[config.mk]
export PLATFORM = sky130hd
export DESIGN_NAME = lsu_mem_sequencer
export DESIGN_NICKNAME = d
export VERILOG_FILES = /design/src/rtl/lsu_mem_sequencer.sv
export SDC_FILE = /design/constraint.sdc
export NUM_CORES = 1
export LEC_CHECK = 0
export ABC_AREA = 1
export CORE_ASPECT_RATIO = 1.2
export CORE_MARGIN = 8
export CORE_UTILIZATION = 39
export CTS_BUF_LIST = sky130_fd_sc_hd__clkbuf_8 sky130_fd_sc_hd__clkbuf_16
export DETAILED_ROUTE_END_ITERATION = 8
export PLACE_DENSITY = 0.77
export SETUP_SLACK_MARGIN = 0.2
export SKIP_CTS_REPAIR_TIMING = 1
export SYNTH_ARGS = -nofsm -noshare
export SYNTH_HDL_FRONTEND = slang
export SYNTH_SLANG_ARGS = --single-unit
[constraint.sdc]
create_clock -name i_clk -period 1.5 [get_ports i_clk]
set_clock_uncertainty 0.1 [all_clocks]
set_input_delay 0.15 -clock i_clk [delete_from_list [all_inputs] [get_ports i_clk]]
set_output_delay 0.15 -clock i_clk [all_outputs]
set_load 0.05 [all_outputs]
[src/rtl/lsu_mem_sequencer.sv]
// Load/store sequencer between EX/MEM and the data-side memory port.
// One transaction at a time: IDLE -> REQ (valid/ready) -> WAIT (done or timeout).
module lsu_mem_sequencer #(
  parameter int TIMEOUT_CYC = 255
) (
  input  logic        i_clk,
  input  logic        i_rst_n,
  input  logic        i_req_valid,
  input  logic        i_web,
  input  logic [1:0]  i_bweb_pre,
  input  logic [2:0]  i_funct3,
  input  logic        i_fp,
  input  logic [31:0] i_addr,
  input  logic [31:0] i_wdata,
  output logic        o_mem_req,
  input  logic        i_mem_ready,
  output logic [31:0] o_mem_addr,
  output logic        o_mem_web,
  output logic [31:0] o_mem_bweb,
  output logic [31:0] o_mem_wdata,
  input  logic        i_mem_done,
  input  logic [31:0] i_mem_rdata,
  output logic        o_stall,
  output logic        o_ld_valid,
  output logic [31:0] o_ld_data,
  output logic        o_misalign,
  output logic        o_bus_err
);

  localparam int CNT_W = $clog2(TIMEOUT_CYC + 1);
  localparam logic [CNT_W-1:0] CNT_LAST = CNT_W'(TIMEOUT_CYC - 1);

  typedef enum logic [1:0] {IDLE = 2'd0, REQ = 2'd1, WAIT = 2'd2} state_t;

  state_t           state;
  logic [CNT_W-1:0] cnt;
  logic [1:0]       lat_size;
  logic [1:0]       lat_lane;
  logic             lat_uns;

  logic [1:0] eff_size;
  logic       misaligned;
  logic       req_ok;
  logic       accept;
  logic       timeout;
  logic       unused_funct3;

  function automatic logic [31:0] fmt_wdata(input logic [1:0] size, input logic [31:0] w);
    case (size)
      2'b01:   return {4{w[7:0]}};
      2'b10:   return {2{w[15:0]}};
      default: return w;
    endcase
  endfunction

  function automatic logic [31:0] fmt_bweb(input logic [1:0] size, input logic [1:0] lane);
    case (size)
      2'b01:   return ~(32'h0000_00FF << {lane, 3'b000});
      2'b10:   return ~(32'h0000_FFFF << {lane[1], 4'b0000});
      default: return 32'h0000_0000;
    endcase
  endfunction

  // Halves and words are aligned here, so the byte-lane shift covers every size.
  function automatic logic [31:0] align_load(input logic [1:0] size, input logic uns,
                                             input logic [1:0] lane, input logic [31:0] rdata);
    logic [31:0] sh;
    sh = rdata >> {lane, 3'b000};
    case (size)
      2'b01:   return uns ? {24'h0, sh[7:0]} : {{24{sh[7]}}, sh[7:0]};
      2'b10:   return uns ? {16'h0, sh[15:0]} : {{16{sh[15]}}, sh[15:0]};
      default: return sh;
    endcase
  endfunction

  assign unused_funct3 = ^i_funct3[1:0];
  assign eff_size      = i_fp ? 2'b11 : i_bweb_pre;
  assign misaligned    = ((eff_size == 2'b10) && i_addr[0]) ||
                         ((eff_size == 2'b11) && (i_addr[1:0] != 2'b00));
  assign req_ok        = i_req_valid && (i_bweb_pre != 2'b00);
  assign accept        = (state == IDLE) && req_ok && !misaligned;
  assign timeout       = (cnt == CNT_LAST);
  assign o_stall       = accept || (state == REQ) ||
                         ((state == WAIT) && !i_mem_done && !timeout);

  always_ff @(posedge i_clk) begin
    if (!i_rst_n) begin
      state       <= IDLE;
      cnt         <= '0;
      lat_size    <= 2'b00;
      lat_lane    <= 2'b00;
      lat_uns     <= 1'b0;
      o_mem_req   <= 1'b0;
      o_mem_addr  <= 32'h0;
      o_mem_web   <= 1'b1;
      o_mem_bweb  <= 32'hFFFF_FFFF;
      o_mem_wdata <= 32'h0;
      o_ld_valid  <= 1'b0;
      o_ld_data   <= 32'h0;
      o_misalign  <= 1'b0;
      o_bus_err   <= 1'b0;
    end else begin
      o_ld_valid <= 1'b0;
      o_misalign <= 1'b0;
      o_bus_err  <= 1'b0;
      case (state)
        IDLE: begin
          cnt <= '0;
          if (accept) begin
            state       <= REQ;
            lat_size    <= eff_size;
            lat_lane    <= i_addr[1:0];
            lat_uns     <= i_funct3[2];
            o_mem_req   <= 1'b1;
            o_mem_addr  <= {i_addr[31:2], 2'b00};
            o_mem_web   <= i_web;
            o_mem_bweb  <= i_web ? 32'hFFFF_FFFF : fmt_bweb(eff_size, i_addr[1:0]);
            o_mem_wdata <= fmt_wdata(eff_size, i_wdata);
          end else if (req_ok) begin
            o_misalign <= 1'b1;
          end
        end
        REQ: begin
          if (i_mem_ready) begin
            state     <= WAIT;
            o_mem_req <= 1'b0;
            cnt       <= '0;
          end
        end
        WAIT: begin
          // Done wins over a timeout landing in the same cycle.
          if (i_mem_done) begin
            state <= IDLE;
            if (o_mem_web) begin
              o_ld_valid <= 1'b1;
              o_ld_data  <= align_load(lat_size, lat_uns, lat_lane, i_mem_rdata);
            end
          end else if (timeout) begin
            state     <= IDLE;
            o_bus_err <= 1'b1;
          end else begin
            cnt <= cnt + 1'b1;
          end
        end
        default: state <= IDLE;
      endcase
    end
  end

endmodule

==> reports/results.txt <==
Die Area: 18900 um2
Peak VDD IR: 0.000783 V
Initial drt markers: 530
Worst setup EP type: primary output
Gr busiest metal: met2
Yosys cell types: 40
Min Tclk post-route: 1830 ps
Pleak: 4.64 nW
Share of layout cells above drive strength 1: 32.8%
Initial Utilization: 40.0%
DIE HEIGHT: 149 um
Fmax: 0.545 GHz
# setup viols final: 59
Pwr/cell area: 1070 nW/um2
Final worst-path cycle share: 122%
Final core occ: 72.1%
Grt ovf: 0
Unrepaired setup endpoints after global routing: true
Sequential share of the synthesized area: 41.0%
Endpoints failing hold: 0
Synth warn: 0
Power Total: 11.1 mW
Fin. max-slew vios: 0
I/O pins: 242
Psw: 3.63 mW
Synthesized instance count: 811
Failing checks: setup timing
Gp weighted congestion: 0.921
Met2 Track Usage GR: 37.6%
DR vias/cell: 5.22
Core region area: 14400 um2
Max-cap violations: 0
Clock Latency Late Sink: 420 ps
Drt drc: 0
Clock Sinks: 118
Top cells by area, synth: dfxtp_1, o21ai_0, nand2_1, nor2_1, a21oi_1
Fillers: 1008
Row cnt: 48
Commonest non-fill, non-tap cells in the layout: nand2_1, nor2_1, buf_4
Wire per inst: 18.0 um
Cell taking the most area after synthesis: dfxtp_1
Placed Cells: 1208
Startpoint Class: flip-flop
GR Layer Usage met1: 21.8%
Int Pwr: 7.47 mW
Routed Antenna Nets: 0
Clock Tree Buf Depth: 2
Required time of the critical path: 1250 ps
Commonest non-fill, non-tap cell in the layout: nand2_1
Initial antenna violation count: 1
Largest net degree at the start of global routing: 75
Gr usage total: 21.8%
Htree depth: 4
Layout area overhead: 80.2%
HP Class: primary input to flip-flop
Die W: 127 um
Power share of the clock group: 38.1%
Syn Area/Cell: 7.11 um2
Nets: 1191
Total CTS buffers: 17
Non-filler cells, final: 1265
Slack of the critical path: -334 ps
Maximum fanout along the worst path: 3
Clock Tree Root: clkbuf_16
Post-DP Area: 9100 um2
Number of global-route vias before repair: 6559
Status: complete, but fails checks
Comb power frac: 30.4%
Vias: 6608
CTS clk-pin slew, worst paths: 60 ps
GR Layer Usage met3: 9.94%
IO Port Bufs: 237
Drt total wl: 22700 um
Critical path class: flip-flop to primary output
Share of power burned in registers: 31.4%
Number of synthesized register bits: 118
Netlist Area Pre-Place: 5770 um2
Sw Ratio: 32.7%
DR pass1 iterations: 6
Worst EP arrival: 1580 ps
CTS tree: yes
Yosys top cell area share: 41.0%
Final Instance Area: 10400 um2
First-pass GRT wire length: 32800 um
Post-DP HPWL: 15500 um
## worst max-delay path, stage by stage (launching register included)
cell	delay [ps]
dfxtp_4	360
inv_4	80
nand3_4	90
nor2_4	140
nand2_4	90
inv_4	80
buf_6	100
nor2_4	40
nand2_4	60
buf_12	130
## power by group through the flow
stage	registers [mW]	logic (mW)	clock network [mW]
floorplan	4.09	1.16	0
global placement	3.53	3.05	0
detailed placement	3.54	3.08	0
CTS	3.48	3.10	4.29
global route	3.51	3.55	4.40
finish	3.49	3.38	4.23
## per-stage QoR
stage / TNS, ps / hold WS [ps] / setup slack, ps
detailed placement: -50100 / 360 / -696
finish: -3820 / 48.6 / -334
global route: -11120 / 81.3 / -405
floorplan: -868 / 127 / -79.6
global placement: -43750 / 350 / -577
CTS: -16050 / 40.9 / -656
## final timing paths
path	endpoint	startpoint	cells after the start	slack (ps)
hold / removal	state[0]$_SDFFE_PN0P_	i_rst_n	3	50
setup / recovery	o_stall	state[1]$_SDFFE_PN0P_	9	-330
hold reg to reg	o_mem_wdata[5]$_SDFFE_PN0P_	o_mem_wdata[5]$_SDFFE_PN0P_	2	370
setup reg to reg	o_ld_data[21]$_SDFFE_PN0P_	lat_size[0]$_SDFFE_PN0P_	9	-160
## logic make-up after synthesis
logic type / after synthesis / synth area share (%)
AO/OA/AOI/OAI: 214 / 19.6
XOR/XNOR: 3 / 0.456
adder cells (fa/ha/maj): 7 / 1.52
buffers and inverters: 120 / 11.6
flip-flops: 118 / 41.0
other: 1 / 0.0650
AND/OR/NAND/NOR: 348 / 25.8
## cells in the mapped netlist, drive strengths merged
| master | n |
|---|---|
| nand2 | 143 |
| nor4 | 2 |
| o21ai | 129 |
| dfxtp | 118 |
| nand3b | 2 |
| xnor2 | 1 |
| a21boi | 1 |
| o21bai | 1 |
| xor2 | 2 |
| buf | 57 |
| inv | 37 |
| a21o | 7 |
| a21oi | 61 |
| clkinv | 3 |
| o211ai | 8 |
| clkbuf | 23 |
| ha | 7 |
| nand3 | 35 |
| conb | 1 |
| nor2 | 154 |
| or2 | 12 |
| a31oi | 7 |
## flip-flops by register name (all words and copies together), names as in the netlist
name,cells
o_mem_web,1
o_ld_valid,1
lat_size,2
o_mem_req,1
o_mem_wdata,32
state,2
o_misalign,1
lat_lane,2
cnt,8
o_ld_data,32
o_mem_addr,30
o_mem_bweb,4
o_bus_err,1
lat_uns,1
## routing by layer
layer | vias to the layer above | share of wire [%]
met1 | 3045 | 35
li1 | 3150 | -
met5 | - | 0
met4 | 0 | 3.3
met3 | 50 | 11
met2 | 363 | 50
## layout make-up
type                    instances  area, um2  share of cell area, %
repair buffers                323       3940                   37.9
multi-input cells             576       3050                   29.3
flip-flops and latches        118       2390                   23.0
clock buffers                  18        439                   4.23
well taps                     175        219                   2.11
inverters                      40        176                   1.70
clock inverters                14        175                   1.69
diodes                          1       2.50                 0.0241
Power figures use the tool's default switching activity.
